$ cat config.mk
export PLATFORM = sky130hd
export DESIGN_NAME = sifive_event_merge
export DESIGN_NICKNAME = d
export VERILOG_FILES = /design/src/rtl/sifive_event_merge.sv
export SDC_FILE = /design/constraint.sdc
export NUM_CORES = 1
export LEC_CHECK = 0
export ABC_AREA = 0
export CORE_AREA = 5 5 50 52
export CTS_CLUSTER_DIAMETER = 150
export DETAILED_ROUTE_END_ITERATION = 16
export DIE_AREA = 0 0 55 57
export GPL_TIMING_DRIVEN = 0
export PLACE_DENSITY = 0.71
export SYNTH_ARGS = -nofsm -noshare
export SYNTH_HDL_FRONTEND = slang
export SYNTH_SLANG_ARGS = --single-unit
$ cat constraint.sdc
create_clock -name clock -period 2.7 [get_ports clock]
set_input_delay 0.405 -clock clock [delete_from_list [all_inputs] [get_ports clock]]
set_output_delay 0.405 -clock clock [all_outputs]
set_load 0.005 [all_outputs]
$ cat src/rtl/sifive_event_merge.sv
// Two-source event merger: per-source saturating pending counters feeding one
// registered valid/ready output channel with round-robin arbitration.
module sifive_event_merge #(
  parameter int CNT_W = 4
) (
  input  logic             clock,
  input  logic             reset,
  input  logic             in0_pulse,
  input  logic             in1_pulse,
  output logic             out_valid,
  input  logic             out_ready,
  output logic             out_src,
  output logic [CNT_W-1:0] pend0,
  output logic [CNT_W-1:0] pend1,
  output logic             ovf0,
  output logic             ovf1,
  input  logic             ovf_clr
);

  localparam logic [CNT_W-1:0] CNT_MAX = '1;
  localparam logic [CNT_W-1:0] CNT_ONE = CNT_W'(1);

  logic [CNT_W-1:0] pend0_q, pend0_d;
  logic [CNT_W-1:0] pend1_q, pend1_d;
  logic             out_valid_q, out_valid_d;
  logic             out_src_q, out_src_d;
  logic             ovf0_q, ovf0_d;
  logic             ovf1_q, ovf1_d;
  logic             last_q, last_d;

  logic has0, has1, load, grant, dec0, dec1;

  always_comb begin
    has0  = (pend0_q != '0);
    has1  = (pend1_q != '0);
    load  = (!out_valid_q || out_ready) && (has0 || has1);
    // On a tie the source not served last wins; otherwise whichever is pending.
    if (has0 && has1) grant = ~last_q;
    else              grant = !has0;
    dec0 = load && (grant == 1'b0);
    dec1 = load && (grant == 1'b1);

    out_valid_d = out_valid_q;
    out_src_d   = out_src_q;
    last_d      = last_q;
    if (load) begin
      out_valid_d = 1'b1;
      out_src_d   = grant;
      last_d      = grant;
    end else if (out_valid_q && out_ready) begin
      out_valid_d = 1'b0;
    end

    pend0_d = pend0_q;
    ovf0_d  = ovf0_q;
    if (ovf_clr) ovf0_d = 1'b0;
    if (in0_pulse && !dec0) begin
      if (pend0_q == CNT_MAX) ovf0_d = 1'b1;
      else                    pend0_d = pend0_q + CNT_ONE;
    end else if (!in0_pulse && dec0) begin
      pend0_d = pend0_q - CNT_ONE;
    end

    pend1_d = pend1_q;
    ovf1_d  = ovf1_q;
    if (ovf_clr) ovf1_d = 1'b0;
    if (in1_pulse && !dec1) begin
      if (pend1_q == CNT_MAX) ovf1_d = 1'b1;
      else                    pend1_d = pend1_q + CNT_ONE;
    end else if (!in1_pulse && dec1) begin
      pend1_d = pend1_q - CNT_ONE;
    end
  end

  always_ff @(posedge clock) begin
    if (reset) begin
      pend0_q     <= '0;
      pend1_q     <= '0;
      out_valid_q <= 1'b0;
      out_src_q   <= 1'b0;
      ovf0_q      <= 1'b0;
      ovf1_q      <= 1'b0;
      last_q      <= 1'b1;
    end else begin
      pend0_q     <= pend0_d;
      pend1_q     <= pend1_d;
      out_valid_q <= out_valid_d;
      out_src_q   <= out_src_d;
      ovf0_q      <= ovf0_d;
      ovf1_q      <= ovf1_d;
      last_q      <= last_d;
    end
  end

  assign out_valid = out_valid_q;
  assign out_src   = out_src_q;
  assign pend0     = pend0_q;
  assign pend1     = pend1_q;
  assign ovf0      = ovf0_q;
  assign ovf1      = ovf1_q;

endmodule

[After elaboration in Yosys (flattened, before gate mapping)]
Index checks and enable logic that the tools add are counted.
Word-level totals
  register bits: 13
  input bits: 6
  output and inout port bits: 12
  word-level logic and storage cells: 56
Cells by class
  add/subtract/negate cells: 4
  equal/unequal tests: 4
  muxes and demuxes: 15
  bitwise gates (word level): 2
  reduce and logical (&&, ||, !) cells: 24
Operators with widths (count)
  4-bit two-way mux: 6
  1-bit logical AND: 9
  1-bit two-way mux: 9
  4-bit by 1-bit adder with 4-bit output (second input constant): 2
  4-bit equality test (second input constant): 2
  4-bit nonzero test: 2
  4-bit by 1-bit subtractor with 4-bit output (second input constant): 2
  1-bit logical NOT: 6
  2-bit nonzero test: 3
  2-bit inequality test (second input constant): 2
  2-bit AND reduction: 2
  1-bit logical OR: 2
  1-bit inverter: 2

[Longest topological paths before layout]
  depth in word-level cells: 9
  gate-level depth with buffers: 9
  gate-level depth less buffers: 8

[Worst setup path before layout]
Ideal clock, no wire load.
  kind: reg2reg
  from: register pend0_q[1], in the netlist pend0[1]
  to: register pend1_q[3], in the netlist pend1[3]
  setup time: 123 ps
  data arrival time: 2255 ps
  required time: 2577 ps
  setup slack: 321 ps
  stages on the path, launching flop included: 10
  path buffers: 1
  period minus slack after synthesis: 2379 ps
  cells stage by stage: dfxtp_1 buf_6 o41a_1 or3_4 nand2_1 ha_1 a31o_2 nand3_1 mux2i_1 mux2_1
On the way
  word-level cells in the longest chain between the ends: 8
  elaborated cells between the ends (all ways): 14
  those cells by class: 1 x eq/ne; 2 x mux; 11 x reduce/logical
Ends and longest elaborated chain
  start: declaration: line 23  | logic [CNT_W-1:0] pend0_q, pend0_d;
  start signal: assignment: line 85  | pend0_q <= pend0_d;
  4-bit nonzero test *: line 34  | has0 = (pend0_q != '0);
  1-bit logical NOT (tied with other cells): line 39  | else grant = !has0;
  1-bit two-way mux / 1-bit logical AND (equally long branches): line 38, 36
  1-bit logical AND *: line 41  | dec1 = load && (grant == 1'b1);
  1-bit logical NOT: line 67  | if (in1_pulse && !dec1) begin
  1-bit logical AND: line 67
  2-bit inequality test (no source line) / 2-bit nonzero test (equally long branches)
  2-bit AND reduction (no source line)
  end signal: assignment: line 86  | pend1_q <= pend1_d;
  end: declaration: line 24  | logic [CNT_W-1:0] pend1_q, pend1_d;
Every way passes the cells marked *; elsewhere a longest branch is shown, timed or not.
A chain may end at the register's enable or synchronous reset.

[Final worst setup path]
Ends and elaborated chain as after synthesis.

==> metrics.csv <==
metric;value;unit
ys_warn_count;0;
required;2870;ps
synth_nets;107;
route.vias.total;763;
dp_cells;141;
first_pass_iters;4;
rsz0062_at_grt;false;
setup_tns;0;ps
dr_wl_met2;814;um
hold_start;out_src$_SDFFE_PP0P_;
highest_layer;met4;
critical_path.cell_chain;buf_6 > o41a_1 > or3_4 > nand2_1 > ha_1 > a31o_2 > nand3_1 > mux2i_1 > mux2_1;
critPathKind;flop to flop;
clockBufferDepth;2;
antenna_cells;0;
grt_overflow_total;0;
rows;17;
syn_area_per_cell;8.67;um2
critPathLaunch;pend0[1]$_SDFFE_PP0P_;
finalHoldViolCount;0;
cp.arrival;2680;ps
slew_headroom;63.4;%
gp_congestion;0.791;
ios;18;
met3WireLength;90;um
antenna_left;0;
ys_seq_area_share;31.0;%
clock-sinks;13;
p_leak;0.432;nW
hold_slack;468;ps
drt_wl_total;1740;um
cts_tree;built;
hpwl;1330;um
cp-start-kind;flop;
layout-drive-gt1-share;12.8;%
die_h;57;um
floorplan.die_area;0.00314;mm2
hold_buffers;0;
vias_per_cell;5.26;
powerDensity;1020;mW/mm2
syn_area;841;um2
skew;8.35;ps
max_stage_delay;460;ps
slew_viol_final;0;
numCtsBuffers;3;
wl_per_cell;12.0;um
finalCriticalPeriod;2510;ps
yosysTopAreaCell;dfxtp_1;
drc_errors;0;
drtIter0Drc;12;
setup_violations;0;
numPortBuffers;16;
async_flop_share;0;%
cp-end-kind;flop;
critPathMaxFanout;8;
cts-root-buf;clkbuf_4;
yosysMostFrequentCell;dfxtp_1;
route.layer.met1.wl;793;um
final_nets;128;
start_util;40.8;%
r2r_start;pend0[1]$_SDFFE_PP0P_;
worstMarginPinSlew;544;ps
h-tree-depth;1;
fin_crit_sh;92.9;%
synth_common_cells;dfxtp_1 (13), nand2_1 (12), nand3_1 (6), nor2b_1 (6), o21ai_0 (6);
cts_setup_buffers;0;
maxCapViolations;0;
synth.area.top_cells;dfxtp_1 (31%), ha_1 (6.0%), nand2_1 (5.4%), mux2i_1 (4.8%), nor2b_1 (4.5%);
fin_cells;145;
synthCells;97;
crit_path_top_delay_cell;o41a_1;
holdCritPathClass;flop to flop;
clock_latency;280;ps
yosysUniqueCellTypes;35;
ir_drop;0.652;mV
synth_top_area_share;31.0;%
max_freq;399;MHz
synth-seq-cells;13;
ys.flop_type;dfxtp_1;
grt_use_total;13.4;%
grt_start_max_net_pins;11;
die_w;55;um
worst_setup_hold_path_clk_slew;90;ps
syn_to_final_growth;26.5;%
n_fill_cell;196;
synth_edf_count;0;
antenna_found_initial;0;
ctsResizeCount;0;
grt_pass1_wl;3110;um
status;finished, final reports clean;
grt_pass1_vias;708;
core_area;0.00206;mm2
[registers in the layout, indices dropped and copies added, names as in the netlist]
signal and flops:
pend1 4, ovf0 1, out_src 1, out_valid 1
ovf1 1, last_q 1, pend0 4
[layer usage]
layer  GRT usage, %  up-vias
met5              0        -
met4           7.29        0
met3           3.66        5
met2           19.4       13
met1           17.7      348
li1               -      397
[worst max-delay path, delay by kind of cell (launching register included)]
family	cells	cell delay, ps
AND/OR/NAND/NOR	3	570
adder cells (fa/ha/maj)	1	270
buffers and inverters	1	130
multiplexers	2	380
AO/OA/AOI/OAI	2	710
flip-flops	1	330
[logic make-up (layout without fill, tap and decap cells)]
group / count (synthesis) / count (layout) / synth area share, %
DFF: 13 / 13 / 31.0
xor gates and xnor gates: 2 / 2 / 2.08
adders and majority gates: 4 / 4 / 5.95
and+or+nand+nor: 44 / 44 / 30.2
muxes: 8 / 8 / 10.6
AOI/OAI and AO/OA: 20 / 20 / 16.5
buffers and inverters: 6 / 26 / 3.72
[path summary, 6_finish.rpt]
| kind | cells after the start | end | slack (ps) |
|---|---|---|---|
| max | 9 | pend1[3]$_SDFFE_PP0P_ | 190 |
| min reg2reg | 2 | out_src$_SDFFE_PP0P_ | 470 |
| max reg2reg | 9 | pend1[3]$_SDFFE_PP0P_ | 190 |
| min | 2 | out_src$_SDFFE_PP0P_ | 470 |
[cell usage in the layout, fill, tap and decap left out, types with 2 or more instances in the layout]
cell type,Yosys,routed
xor2_1,2,2
o21ai_0,6,6
clkbuf_4,0,3
nor2b_1,6,6
mux2_2,2,2
ha_1,4,4
nand2_1,12,12
or3_1,2,2
a21oi_1,5,5
o311ai_0,2,2
nand3_1,6,6
inv_1,3,3
nand2b_1,3,3
a31o_2,2,2
dfxtp_1,13,13
clkdlybuf4s50_1,0,16
mux2i_1,4,4
nor2_1,5,5
nand4_1,2,2
[through the flow]
step	area [um2]	setup slack (ps)	power, mW	util [%]
floorplan	841	321	0.777	-
global placement	1040	95.5	0.956	50.2
detailed placement	1040	57.3	0.971	50.2
CTS	1060	175	1.10	51.5
global route	1060	30.4	1.20	51.5
finish	1060	192	1.09	51.5
[where the power goes]
part / internal (mW) / switching [mW]
clock: 0.0550 / 0.0682
combinational: 0.349 / 0.277
sequential: 0.251 / 0.0870
total: 0.655 / 0.432
[cell type report]
type / instances / area (um2) / share of cell area (%)
Timing Repair Buffer: 16 / 160 / 15.1
Clock inverter: 1 / 5.00 / 0.471
Tap cell: 28 / 35.0 / 3.29
Multi-Input combinational cell: 78 / 549 / 51.6
Clock buffer: 3 / 22.5 / 2.12
Sequential cell: 13 / 260 / 24.5
Buffer: 3 / 20.0 / 1.88
Inverter: 3 / 11.3 / 1.06
Power figures use the tool's default switching activity.
